**src/rtl/dac_sample_sequencer.sv**
```systemverilog
// Paces 12-bit sample codes from a small valid/ready FIFO into the DAC at a programmable rate.
// Optional saturating underrun counter enabled by defining DAC_SEQ_UNDERRUN_CNT_EN.
module dac_sample_sequencer #(
    parameter int          DIV_W      = 16,
    parameter int          FIFO_DEPTH = 4,
    parameter logic [11:0] MIDSCALE   = 12'h800
) (
    input  logic             clk,
    input  logic             rst,
    input  logic             start,
    input  logic             stop,
    input  logic [DIV_W-1:0] div,
    input  logic [11:0]      s_data,
    input  logic             s_valid,
    output logic             s_ready,
    output logic [11:0]      dac_data,
    output logic             dac_en,
    output logic             busy,
    output logic             underrun
`ifdef DAC_SEQ_UNDERRUN_CNT_EN
    ,
    output logic [15:0]      underrun_cnt
`endif
);

    localparam int AW = $clog2(FIFO_DEPTH);
    localparam logic [AW:0] DEPTH_L = (AW+1)'(FIFO_DEPTH);

    typedef enum logic [1:0] {IDLE, RUN, DRAIN} state_t;

    state_t           state_q, state_d;
    logic [DIV_W-1:0] cnt_q, cnt_d;
    logic [AW:0]      occ_q, occ_d;
    logic [AW-1:0]    wr_ptr_q, wr_ptr_d, rd_ptr_q, rd_ptr_d;
    logic [11:0]      mem_q [FIFO_DEPTH];
    logic [11:0]      mem_d [FIFO_DEPTH];
    logic [11:0]      dac_data_q, dac_data_d;
    logic             dac_en_q, dac_en_d;
    logic             underrun_q, underrun_d;
    logic             tick, push, pop, empty;

    always_comb begin
        empty   = (occ_q == '0);
        s_ready = (occ_q != DEPTH_L);
        tick    = (state_q != IDLE) && (cnt_q == '0);
        push    = s_valid && s_ready;
        pop     = tick && !empty;

        mem_d    = mem_q;
        wr_ptr_d = wr_ptr_q;
        rd_ptr_d = rd_ptr_q;
        if (push) begin
            mem_d[wr_ptr_q] = s_data;
            wr_ptr_d        = wr_ptr_q + AW'(1);
        end
        if (pop) rd_ptr_d = rd_ptr_q + AW'(1);

        occ_d = occ_q;
        case ({push, pop})
            2'b10:   occ_d = occ_q + (AW+1)'(1);
            2'b01:   occ_d = occ_q - (AW+1)'(1);
            default: occ_d = occ_q;
        endcase

        // The divider is frozen in IDLE and reloaded from div on start or on each tick.
        cnt_d = cnt_q;
        if (state_q == IDLE) begin
            if (start) cnt_d = div;
        end else if (tick) begin
            cnt_d = div;
        end else begin
            cnt_d = cnt_q - DIV_W'(1);
        end

        state_d = state_q;
        case (state_q)
            IDLE:    if (start) state_d = RUN;
            RUN:     if (stop)  state_d = DRAIN;
            DRAIN:   if (empty) state_d = IDLE;
            default: state_d = IDLE;
        endcase

        // An empty tick in RUN re-strobes the DAC on the held code; in DRAIN it is silent.
        dac_en_d   = tick && (pop || (state_q == RUN));
        underrun_d = tick && empty && (state_q == RUN);
        dac_data_d = pop ? mem_q[rd_ptr_q] : dac_data_q;
    end

    always_ff @(posedge clk) begin
        if (rst) begin
            state_q    <= IDLE;
            cnt_q      <= '0;
            occ_q      <= '0;
            wr_ptr_q   <= '0;
            rd_ptr_q   <= '0;
            dac_data_q <= MIDSCALE;
            dac_en_q   <= 1'b0;
            underrun_q <= 1'b0;
        end else begin
            state_q    <= state_d;
            cnt_q      <= cnt_d;
            occ_q      <= occ_d;
            wr_ptr_q   <= wr_ptr_d;
            rd_ptr_q   <= rd_ptr_d;
            dac_data_q <= dac_data_d;
            dac_en_q   <= dac_en_d;
            underrun_q <= underrun_d;
        end
    end

    always_ff @(posedge clk) begin
        mem_q <= mem_d;
    end

    assign dac_data = dac_data_q;
    assign dac_en   = dac_en_q;
    assign underrun = underrun_q;
    assign busy     = (state_q != IDLE);

`ifdef DAC_SEQ_UNDERRUN_CNT_EN
    logic [15:0] ucnt_q, ucnt_d;

    always_comb begin
        ucnt_d = ucnt_q;
        if ((state_q == IDLE) && start)
            ucnt_d = '0;
        else if (underrun_d && (ucnt_q != 16'hFFFF))
            ucnt_d = ucnt_q + 16'd1;
    end

    always_ff @(posedge clk) begin
        if (rst) ucnt_q <= '0;
        else     ucnt_q <= ucnt_d;
    end

    assign underrun_cnt = ucnt_q;
`endif

endmodule

```
**config.mk**
```make
export PLATFORM = sky130hd
export DESIGN_NAME = dac_sample_sequencer
export DESIGN_NICKNAME = d
export VERILOG_FILES = /design/src/rtl/dac_sample_sequencer.sv
export SDC_FILE = /design/constraint.sdc
export NUM_CORES = 1
export LEC_CHECK = 0
export CORE_UTILIZATION = 59
export DETAILED_ROUTE_END_ITERATION = 7
export PLACE_DENSITY = 0.85
export SLEW_MARGIN = 20
export SYNTH_ARGS = -nofsm -noshare
export SYNTH_HDL_FRONTEND = slang
export SYNTH_SLANG_ARGS = --single-unit
```
**constraint.sdc**
```tcl
create_clock -name clk -period 4.8 [get_ports clk]
set_input_delay 0.72 -clock clk [delete_from_list [all_inputs] [get_ports clk]]
set_output_delay 0.72 -clock clk [all_outputs]
set_load 0.01 [all_outputs]
```
# After elaboration in Yosys (flattened, before gate mapping)
# Cells that the tools add are included.
# word_totals
ff_bits	87
input_bits	33
out_inout_bits	16
# classes
n_addsub	5
magnitude_cmp	3
n_eq_ne	8
mux	14
bitwise	2
reduce_logical	15
# ops
op	n
$bwmux W48	1
$mux W16	3
$mux W12	3
$bmux W12 S2	1
$demux W12 S2	1
$logic_not A16 Y1	1
$sub A16 B1 Y16 const B	1
$logic_and A1 B1 Y1	7
$ge A3 B3 Y1 const B	2
$mux W2	3
$ne A2 B2 Y1 const B	3
$not A2 Y3	2
$pmux W2 S3	1
$pmux W3 S2	1
$add A2 B1 Y2 const B	2
$eq A2 B1 Y1 const B	2
$eq A2 B2 Y1 const B	2
$reduce_bool A2 Y1	2
$add A3 B1 Y3 const B	1
$logic_not A3 Y1	1
$lt A3 B1 Y1 const B	1
$ne A3 B3 Y1 const B	1
$reduce_and A3 Y1	1
$sub A3 B1 Y3 const B	1
3 further kinds	3

# Longest topological paths before layout
# Gate-level depths: netlist of run 1.
# depth
word_depth	6
mapped_depth	12
ltp_nobuf	11

# Worst setup path after synthesis of run 1
# No wires, ideal clock.
# synth_path
kind	register to register
startpoint	register cnt_q[0]
endpoint	register occ_q[2]
t_arrival_ns	2.730
slack_ns	1.999
stages_incl_launch_ff	13
n_path_buf	1
cell_sequence	dfxtp_1 inv_1 ha_1 nor4b_1 nand4_2 nor3_4 buf_6 ha_1 inv_1 fa_1 xor2_1 or3_1 a21oi_1
# synth_via
elab_chain_len	5
# synth_rtl
element	line_no	rtl
start: declaration	32	logic [DIV_W-1:0] cnt_q, cnt_d;
start signal: assignment	101	cnt_q <= cnt_d;
$logic_not A16 Y1 *	45	tick = (state_q != IDLE) && (cnt_q == '0);
$logic_and A1 B1 Y1 *	45	
$logic_and A1 B1 Y1 *	47	pop = tick && !empty;
net pop	40	logic tick, push, pop, empty;
$eq A2 B1 Y1 / $eq A2 B2 Y1 (equally long branches)	59	case ({push, pop})
$pmux W3 S2 / $reduce_bool A2 Y1 (equally long branches)	--	
end signal: assignment	93	occ_q <= '0;
end signal: assignment	102	occ_q <= occ_d;
end: declaration	33	logic [AW:0] occ_q, occ_d;
# Mark *: on every way through the listed nets, which the timed path passes. The rest lies on a longest branch.
# A chain may end at the register's enable or synchronous reset.

# Worst setup path in the final report of run 1
# layout_path
startpoint	register state_q[1]
endpoint	output busy
# layout_via
elab_chain_len	1
# layout_rtl
element	line_no	rtl
start: declaration	31	state_t state_q, state_d;
start signal: assignment	100	state_q <= state_d;
$reduce_bool A2 Y1	118	assign busy = (state_q != IDLE);
end: declaration	18	output logic busy,
# Every way passes these cells.

==> reports/metrics.yaml, run 1 <==
outcome:
  outcome: "finished, final reports clean"
detailed_routing:
  route.detailed.drc: 0
  first_iter_violations: 120
  wl_um: 7720
  vias: 2562
  ant_nets: 0
  post_drt_via_cell_ratio: 6.11
  drt-pass1-iter-count: 4
  avgRoutedWirePerCell_um: 18.4
worst_setup_path:
  startpoint_type: "register"
  reg2reg_setup_slack_ns: 1.55
  crit_type: "reg -> out"
  arrival_ns: 2.58
  cp_max_fo: 14
  reg2reg_to: "occ_q[2]$_SDFFE_PP0P_"
  endpoint_kind: "output port"
  r2r_start: "cnt_q[0]$_SDFFE_PP0P_"
  worstPathRequired_ns: 4.08
  rr_worst_depth: 12
floorplanning:
  core_um2: 6030
  rows: 28
  die_w_um: 81.9
  die_h_um: 81.9
  io_pins: 49
  fp.dieArea_um2: 6710
  initial_utilization_pct: 62.5
min_path:
  hold_depth: 2
  worstHoldEndpoint: "cnt_q[5]$_SDFFE_PP0P_"
  hold_path_class: "reg -> reg"
  hp-start: "cnt_q[5]$_SDFFE_PP0P_"
flow_run:
  drv_cap: 0
layout:
  nFillCells: 421
  nets: 380
  multiInputGateArea_um2: 1420
  syn_to_final_growth_pct: 19.1
  layout-drive-gt1-share_pct: 11.6
  regArea_um2: 2220
  antenna_cells: 0
sta:
  setup_viol: 0
  hold_viol_final: 0
  fmax_ghz: 0.303
  fin_skew_ns: 0.00905
  maxSlewViolCount: 0
  rsz0062_at_grt: "no"
  max_slew_margin_pct: 29.8
  timing.final.crit_share_pct: 68.7
  tns_ns: 0
  worst_pin_slew_ns: 1.05
  worst_slack_ns: 1.50
  min_period_ns: 3.30
  timing.hold.ws_ns: 0.490
power_and_ir_drop:
  power_switching_w: 0.000436
  intPower_w: 0.00118
  p_comb_share_pct: 13.6
  ir_drop_uv: 359
  p_per_area_nw_per_um2: 360
  power_w: 0.00161
  p_seq_share_pct: 53.4
  clkPwrFrac_pct: 33.0
  leakagePower_nw: 1.54
  netSwitchingFraction_pct: 27.0
yosys:
  ys_top_cells_by_count: "edfxtp_1 (48), dfxtp_1 (39), nor2_1 (35)"
  synth_cell_types: 50
  synth_top_area_share_pct: 38.3
  synth.most_common_cell: "edfxtp_1"
  synth_edf_count: 48
  synth.yosys.seq_area_share_pct: 59.0
  synth.largest_area_cell: "edfxtp_1"
  synth_area_um2: 3770
  synth.area.top_cells: "edfxtp_1 (38%), dfxtp_1 (21%), mux4_2 (7.2%)"
  syn-num-nets: 337
  synth_flop_cell: "edfxtp_1"
  yosys_warnings: 0
  syn_inst: 296
  async_reset_ff_share_pct: 0
  synth-seq-cells: 87
  syn_avg_cell_area_um2: 12.7
clock_tree:
  holdBufCountCts: 0
  insertion_delay_ns: 0.35
  clk_pin_slew_ns: 0.09
  cts_resized: 0
  cts_made_buffers: 9
  tritoncts: "built"
  post_cts_buffers: 0
  cts_num_sinks: 87
  cts_buffer_depth: 2
  ctsRootBufferMaster: "clkbuf_8"
  cts-htree-levels: 3
place:
  pre_cts_ws_ns: 1.58
  dp_hpwl_um: 4980
  place_congestion: 0.837
  portBuffers: 48
grt:
  grt_overflow_total: 0
  antenna_found_initial: 0
  grt_max_degree: 39
  globalRouteTotalUtil_pct: 25.6
  grt_pass1_wl_um: 12200
  grt_pass1_vias: 2602
[cell families (layout without fill, tap and decap cells)]
kind of cell / count (synthesis) / in the layout / share of synthesized area, %
AND/OR/NAND/NOR: 89 / 89 / 12.7
AO/OA/AOI/OAI: 48 / 48 / 9.17
multiplexers: 26 / 26 / 11.0
XOR/XNOR: 9 / 9 / 2.09
flip-flops: 87 / 87 / 59.0
adder cells (fa/ha/maj): 8 / 8 / 2.86
buffers and inverters: 29 / 77 / 3.19
[flip-flops by register name (all words and copies together) (netlist names)]
signal / flops
mem_q: 48
rd_ptr_q: 2
dac_en: 1
dac_data: 12
state_q: 2
cnt_q: 16
occ_q: 3
underrun: 1
wr_ptr_q: 2
[layer usage]
metal / part of all wire, % / track usage, %
met1: 41 / 29.8
met2: 52 / 44.5
met3: 5.2 / 7.11
met4: 1.2 / 10.2
met5: 0 / 0
[critical path: stages, from the launching register on]
cell             delay [ns]
dfxtp_1                0.36
nor2_1                 0.82
inv_1                  0.46
clkdlybuf4s50_1        0.59
[cell usage in the layout (no fill, tap or decap), types with 3 or more instances in the layout]
cell / synthesis / layout
and3_1: 4 / 4
xnor2_1: 5 / 5
mux2i_1: 12 / 12
clkbuf_8: 0 / 9
mux4_2: 12 / 12
nor3_1: 10 / 10
xor2_1: 4 / 4
o21a_1: 3 / 3
inv_1: 11 / 11
a21oi_1: 11 / 11
nand3_1: 6 / 6
nor4b_1: 3 / 3
dfxtp_1: 39 / 39
inv_6: 0 / 3
edfxtp_1: 48 / 48
or3_1: 4 / 4
nand2_1: 8 / 8
clkdlybuf4s50_1: 0 / 48
nor4_1: 4 / 4
a31oi_1: 7 / 7
nor2_1: 35 / 35
ha_1: 7 / 7
o21ai_0: 7 / 7
a211oi_1: 3 / 3
[how the worst max path moves through the flow]
stage / slack [ns] / end / start / cells after the start
3_3_place_gp: 1.70 / occ_q[2]$_SDFFE_PP0P_ / cnt_q[0]$_SDFFE_PP0P_ / 12
3_5_place_dp: 1.58 / occ_q[2]$_SDFFE_PP0P_ / cnt_q[0]$_SDFFE_PP0P_ / 12
5_1_grt: 1.29 / busy / state_q[1]$_SDFFE_PP0P_ / 3
6_report: 1.50 / busy / state_q[1]$_SDFFE_PP0P_ / 3
2_1_floorplan: 2.00 / occ_q[2]$_SDFFE_PP0P_ / cnt_q[0]$_SDFFE_PP0P_ / 12
4_1_cts: 1.53 / busy / state_q[1]$_SDFFE_PP0P_ / 3
[area by class of cell]
| type | count | share of cell area (%) |
|---|---|---|
| sequential | 87 | 49.6 |
| multi-input combinational | 180 | 31.8 |
| timing repair buffer | 50 | 11.0 |
| clock buffer | 9 | 2.76 |
| tap | 75 | 2.09 |
| clock inverter | 7 | 1.87 |
| inverter | 11 | 0.921 |
[through the flow]
| step | util [%] | cells | area (µm²) |
|---|---|---|---|
| 4_1_cts | 74.4 | 419 | 4480 |
| 2_1_floorplan | - | 296 | 3770 |
| 6_report | 74.4 | 419 | 4480 |
| 5_1_grt | 74.4 | 419 | 4480 |
| 3_3_place_gp | 71.0 | 403 | 4280 |
| 3_5_place_dp | 71.0 | 403 | 4280 |
[power groups by stage]
stage,Clock (W),Sequential [W],Combinational [W]
after global routing,0.000569,0.000867,0.000241
after global placement,0,0.000874,0.000209
after detailed placement,0,0.000878,0.000215
final,0.000532,0.000862,0.000219
after CTS,0.000542,0.000861,0.000219
after floorplan,0,0.000869,0.000150
Power figures use the tool's default switching activity.
==> run 2: changes to the inputs <==
Settings changed: CORE_UTILIZATION 59 to 49, PLACE_DENSITY 0.85 to 0.76.
Clock period 4.8 ns to 2.65 ns, I/O delays scaled along.
==> reports/metrics.yaml, run 2 (synthesis gave the netlist of run 1 again) <==
outcome:
  outcome: "finished, final reports clean"
worst_setup_path:
  worstPathRequired_ns: 2.93  # -1.15 ns
  critPathLaunch: "cnt_q[4]$_SDFFE_PP0P_"
  cp_slowest_cell: "nor3_1"
  reg2reg_setup_slack_ns: 0.22  # -1.33 ns
  rr_worst_depth: 9  # -3
  arrival_ns: 2.72  # +0.14 ns
  endpoint_kind: "register"
  path_cells: "nor3_1 > nand4_4 > nor3_4 > ha_4 > inv_1 > fa_2 > xor2_1 > or3_1 > a21oi_1"
  crit_type: "reg -> reg"
  slowest_delay_ns: 0.42  # -0.40 ns
  reg2reg_to: "occ_q[2]$_SDFFE_PP0P_"
  cp_max_fo: 6  # -8
  r2r_start: "cnt_q[4]$_SDFFE_PP0P_"
  startpoint_type: "register"
detailed_routing:
  drt-pass1-iter-count: 4  # unchanged
  first_iter_violations: 155  # +29%
  ant_nets: 0  # unchanged
  route.detailed.drc: 0  # unchanged
  vias: 2580  # +0.70%
  avgRoutedWirePerCell_um: 17.1  # -7.2%
  post_drt_via_cell_ratio: 5.76  # -5.8%
  wl_um: 7660  # -0.80%
place:
  place_area_um2: 4410  # +3.0%
  place_congestion: 0.883  # +5.4%
  portBuffers: 48  # unchanged
  dp_hpwl_um: 5130  # +3.0%
  dpl.cell_count: 433  # +7.4%
layout:
  final_cell_mix: "clkdlybuf4s50_1 (48), edfxtp_1 (48), dfxtp_1 (39), nor2_1 (35)"
  layout-drive-gt1-share_pct: 14.0  # +2.4 points
  antenna_cells: 0  # unchanged
  stdcell_area_um2: 4620  # +3.1%
  fin_cells: 448  # +6.9%
  final_core_util_pct: 63.0  # -11 points
  nets: 386  # +1.6%
  largest_reg_flops: 48  # unchanged
  syn_to_final_growth_pct: 22.7
  max_flop_register: "mem_q"
sta:
  timing.final.crit_share_pct: 91.8
  max_slew_margin_pct: 55.6  # +26 points
  fmax_ghz: 0.411
  rsz0062_at_grt: "no"
  min_period_ns: 2.43
  hold_viol_final: 0  # unchanged
  worst_pin_slew_ns: 0.666  # -0.384 ns
  setup_viol: 0  # unchanged
  fin_skew_ns: 0.00535  # -0.00371 ns
  tns_ns: 0  # unchanged
  maxSlewViolCount: 0  # unchanged
  timing.hold.ws_ns: 0.501  # +0.0115 ns
grt:
  antenna_found_initial: 0  # unchanged
  grt.busiest_layer: "met2"
  grtUsageMet3_pct: 3.93  # -3.2 points
  globalRouteTotalUtil_pct: 20.6  # -5.0 points
  grt_pass1_wl_um: 12100  # -0.67%
  grt_overflow_total: 0  # unchanged
  met2_usage_pct: 35.0  # -9.5 points
  grtUsageMet1_pct: 27.0  # -2.8 points
  grt_pass1_vias: 2464  # -5.3%
  grt_max_degree: 39  # unchanged
clock_tree:
  cts_resized: 0  # unchanged
  holdBufCountCts: 0  # unchanged
  cts_buffer_depth: 2  # unchanged
  cts_made_buffers: 9  # unchanged
  tritoncts: "built"
  cts-htree-levels: 3  # unchanged
  ctsRootBufferMaster: "clkbuf_8"
  post_cts_buffers: 0  # unchanged
  clk_pin_slew_ns: 0.09  # about the same
  cts_num_sinks: 87  # unchanged
  insertion_delay_ns: 0.35  # about the same
power_and_ir_drop:
  p_seq_share_pct: 52.2  # -1.2 points
  ir_drop_uv: 491  # +37%
  leakagePower_nw: 1.57  # +2.0%
  p_comb_share_pct: 14.1  # +0.5 points
  clkPwrFrac_pct: 33.7  # +0.7 points
  netSwitchingFraction_pct: 25.8  # -1.2 points
  p_per_area_nw_per_um2: 649  # +81%
  power_switching_w: 0.000774  # +78%
  intPower_w: 0.00223  # +89%
floorplanning:
  core_um2: 7330  # +22%
  rows: 31  # +11%
  initial_utilization_pct: 51.4  # -11 points
  fp.dieArea_um2: 8040  # +20%
  die_h_um: 89.7  # +9.5%
  io_pins: 49  # unchanged
  die_w_um: 89.7  # +9.5%
min_path:
  hold_depth: 2  # unchanged
  worstHoldEndpoint: "dac_data[0]$_SDFFE_PP0P_"
  hold_path_class: "reg -> reg"
  hp-start: "dac_data[0]$_SDFFE_PP0P_"
flow_run:
  drv_cap: 0  # unchanged
run 2: critical path, delay by kind of cell, from the launching register on:
| kind | cells | cell delay [ns] |
|---|---|---|
| buf+inv | 1 | 0.05 |
| flops | 1 | 0.37 |
| compound gates | 1 | 0.14 |
| fa+ha+maj | 2 | 0.50 |
| xor+xnor | 1 | 0.15 |
| simple gates | 4 | 1.16 |
run 2: cell type report:
class | instances | area (µm²)
Clock inverter | 6 | 92.6
Inverter | 11 | 41.3
Timing Repair Buffer | 56 | 541
Fill cell | 550 | 2710
Sequential cell | 87 | 2220
Tap cell | 99 | 124
Clock buffer | 9 | 124
Multi-Input combinational cell | 180 | 1480
run 2: power by group through the flow:
stage	Combinational, W	Sequential [W]	Clock (W)
after floorplan	0.000288	0.00158	0
after global placement	0.000417	0.00159	0
after detailed placement	0.000423	0.00160	0
after CTS	0.000425	0.00156	0.00102
after global routing	0.000466	0.00157	0.00108
final	0.000424	0.00157	0.00101
run 2: stage by stage:
step,power (W),setup WS [ns]
detailed placement,0.00202,0.227
floorplan,0.00187,0.0290
finish,0.00300,0.217
global placement,0.00201,0.298
CTS,0.00301,0.204
global route,0.00312,0.0765
run 2: metal layers:
| metal | wire length (µm) | share of wire [%] | vias to the layer above |
|---|---|---|---|
| li1 | - | - | 1219 |
| met1 | 3440 | 45 | 1274 |
| met2 | 3750 | 49 | 78 |
| met3 | 386 | 5.0 | 9 |
| met4 | 80 | 1.0 | 0 |
| met5 | 0 | 0 | - |
run 2: worst max-delay path by stage:
stage,cells after the start,slack [ns],to
after floorplan,12,0.03,occ_q[2]$_SDFFE_PP0P_
after global placement,9,0.30,occ_q[2]$_SDFFE_PP0P_
after detailed placement,11,0.23,occ_q[2]$_SDFFE_PP0P_
after CTS,11,0.20,occ_q[2]$_SDFFE_PP0P_
after global routing,9,0.08,occ_q[2]$_SDFFE_PP0P_
final,9,0.22,occ_q[2]$_SDFFE_PP0P_
==> run 3: changes to the inputs <==
Settings changed: CELL_PAD_IN_SITES_DETAIL_PLACEMENT set to 1, CELL_PAD_IN_SITES_GLOBAL_PLACEMENT set to 1, CORE_UTILIZATION 49 to 44, PLACE_DENSITY 0.76 to 0.79.
Clock period 2.65 ns to 2.3 ns, I/O delays scaled along.
==> reports/metrics.yaml, run 3 (synthesis gave the netlist of run 1 again) <==
sta:
  maxSlewViolCount: 0  # unchanged
  hold_viol_final: 0  # unchanged
  tns_ns: -0.0623  # -0.0623 ns
  fmax_ghz: 0.423  # +3.0%
  rsz0062_at_grt: "yes"
  worst_pin_slew_ns: 0.611  # -0.0551 ns
  setup_viol: 1  # +1
  min_period_ns: 2.36  # -0.0710 ns
  fin_skew_ns: 0.0142  # +0.00885 ns
  max_slew_margin_pct: 59.2  # +3.5 points
  worst_slack_ns: -0.0623  # -0.279 ns
  timing.final.crit_share_pct: 103  # +11 points
place:
  place_congestion: 0.831  # -5.8%
  dp_hpwl_um: 6590  # +28%
  pre_cts_ws_ns: -0.0556  # -0.282 ns
  portBuffers: 48  # unchanged
  place_area_um2: 4630  # +5.1%
worst_setup_path:
  path_cells: "inv_2 > ha_1 > nor4b_4 > nand4_4 > nor3_4 > ha_4 > inv_1 > fa_2 > xor2_1 > or3_1 > a21oi_2"
  startpoint_type: "register"
  crit_type: "reg -> reg"
  cp_slowest_cell: "dfxtp_2"
  reg2reg_to: "occ_q[2]$_SDFFE_PP0P_"
  arrival_ns: 2.65  # -0.07 ns
  slowest_delay_ns: 0.34  # -0.08 ns
  reg2reg_setup_slack_ns: -0.06  # -0.28 ns
  rr_worst_depth: 11  # +2
  worstPathRequired_ns: 2.59  # -0.34 ns
  endpoint_kind: "register"
  cp_max_fo: 2  # -4
  r2r_start: "cnt_q[0]$_SDFFE_PP0P_"
detailed_routing:
  ant_nets: 0  # unchanged
  post_drt_via_cell_ratio: 5.57  # -3.3%
  vias: 2700  # +4.7%
  drt-pass1-iter-count: 4  # unchanged
  route.detailed.drc: 0  # unchanged
  wl_um: 9130  # +19%
  avgRoutedWirePerCell_um: 18.8  # +10%
  first_iter_violations: 75  # -52%
power_and_ir_drop:
  power_w: 0.00358  # +19%
  p_per_area_nw_per_um2: 732  # +13%
  ir_drop_uv: 613  # +25%
  leakagePower_nw: 1.73  # +10%
grt:
  grt_overflow_total: 0  # unchanged
  grt_pass1_wl_um: 14400  # +18%
  globalRouteTotalUtil_pct: 21.9  # +1.3 points
  grt_max_degree: 18  # -54%
  antenna_found_initial: 0  # unchanged
  grt_pass1_vias: 2807  # +14%
layout:
  max_flop_register: "mem_q"
  syn_to_final_growth_pct: 29.8
  largest_reg_flops: 48  # unchanged
  nets: 416  # +7.8%
  antenna_cells: 0  # unchanged
  final_cell_mix: "clkdlybuf4s50_1 (48), edfxtp_1 (48), dfxtp_1 (37), buf_4 (37), nor2_1 (34)"
  nFillCells: 854  # +55%
  stdcell_area_um2: 4890  # +5.8%
  layout-drive-gt1-share_pct: 22.4  # +8.3 points
  final_core_util_pct: 59.2  # -3.9 points
outcome:
  outcome: "finished, violations left"
  violations: "negative setup slack"
min_path:
  hp-start: "dac_data[8]$_SDFFE_PP0P_"
  hold_path_class: "reg -> reg"
  worstHoldEndpoint: "dac_data[8]$_SDFFE_PP0P_"
  hold_depth: 2  # unchanged
floorplanning:
  die_h_um: 94.5  # +5.4%
  fp.dieArea_um2: 8930  # +11%
  core_um2: 8260  # +13%
  rows: 33  # +6.5%
  die_w_um: 94.5  # +5.4%
  io_pins: 49  # unchanged
  initial_utilization_pct: 45.6  # -5.8 points
flow_run:
  drv_cap: 0  # unchanged
clock_tree:
  tritoncts: "built"
  cts_buffer_depth: 2  # unchanged
  holdBufCountCts: 0  # unchanged
  cts-htree-levels: 3  # unchanged
  clk_pin_slew_ns: 0.09  # about the same
  cts_made_buffers: 9  # unchanged
  cts_num_sinks: 87  # unchanged
  ctsRootBufferMaster: "clkbuf_8"
  insertion_delay_ns: 0.35  # about the same
[run 3: changes by cell type in the layout (fill, tap and decap cells not counted), moves of 2 or more]
cell	change
inv_1	-2
buf_4	+29
inv_2	+2
dfxtp_1	-2
dfxtp_2	+2
[run 3: cell type report]
cell class	instances	area (µm²)	area share, %
timing repair buffer	86	778	15.9
inverter	11	41.3	0.845
clock inverter	6	92.6	1.89
multi-input combinational	180	1490	30.5
sequential	87	2220	45.5
clock buffer	10	128	2.61
tap	105	131	2.69
[run 3: through the flow]
stage,std cells,hold slack [ns]
6_report,485,0.522
2_1_floorplan,296,0.444
3_5_place_dp,465,0.497
4_1_cts,484,0.520
3_3_place_gp,465,0.476
5_1_grt,485,0.556
[run 3: worst max-delay path, delay by kind of cell, from the launching register on]
family	cells	cell delay (ns)
DFF	1	0.34
adders and majority gates	3	0.64
AOI/OAI and AO/OA	1	0.13
buffers and inverters	2	0.10
xor gates and xnor gates	1	0.16
and+or+nand+nor	4	0.94
[run 3: power by group]
group          total [W]  switching, W  internal [W]
Clock            0.00118      0.000556      0.000620
Combinational   0.000613      0.000319      0.000294
Sequential       0.00179     0.0000597       0.00173
Total            0.00358      0.000935       0.00264
[run 3: how the worst max path moves through the flow]
stage,start,endpoint,slack [ns],cells past startpoint
finish,cnt_q[0]$_SDFFE_PP0P_,occ_q[2]$_SDFFE_PP0P_,-0.06,11
global route,cnt_q[1]$_SDFFE_PP0P_,occ_q[2]$_SDFFE_PP0P_,-0.20,11
CTS,cnt_q[0]$_SDFFE_PP0P_,occ_q[2]$_SDFFE_PP0P_,-0.08,11
detailed placement,cnt_q[0]$_SDFFE_PP0P_,occ_q[2]$_SDFFE_PP0P_,-0.06,11
global placement,cnt_q[0]$_SDFFE_PP0P_,occ_q[2]$_SDFFE_PP0P_,0.03,11
floorplan,cnt_q[0]$_SDFFE_PP0P_,occ_q[2]$_SDFFE_PP0P_,-0.27,12
[run 3: what timing repair did]
item / in CTS / in global routing
resized for setup: 1 / 1
buffers inserted: 3 / 1
pin swaps: 3 / 2
endpoints found under the setup margin: 2 / 2
cloned: 0 / 0
[run 3: routing by layer]
layer  global-route usage, %  routed length (µm)  up-vias
met4                    6.44                 117        0
met1                    26.2                3880     1372
met2                    40.5                4870       47
li1                        -                   -     1271
met5                       0                   0        -
met3                    3.62                 252       10
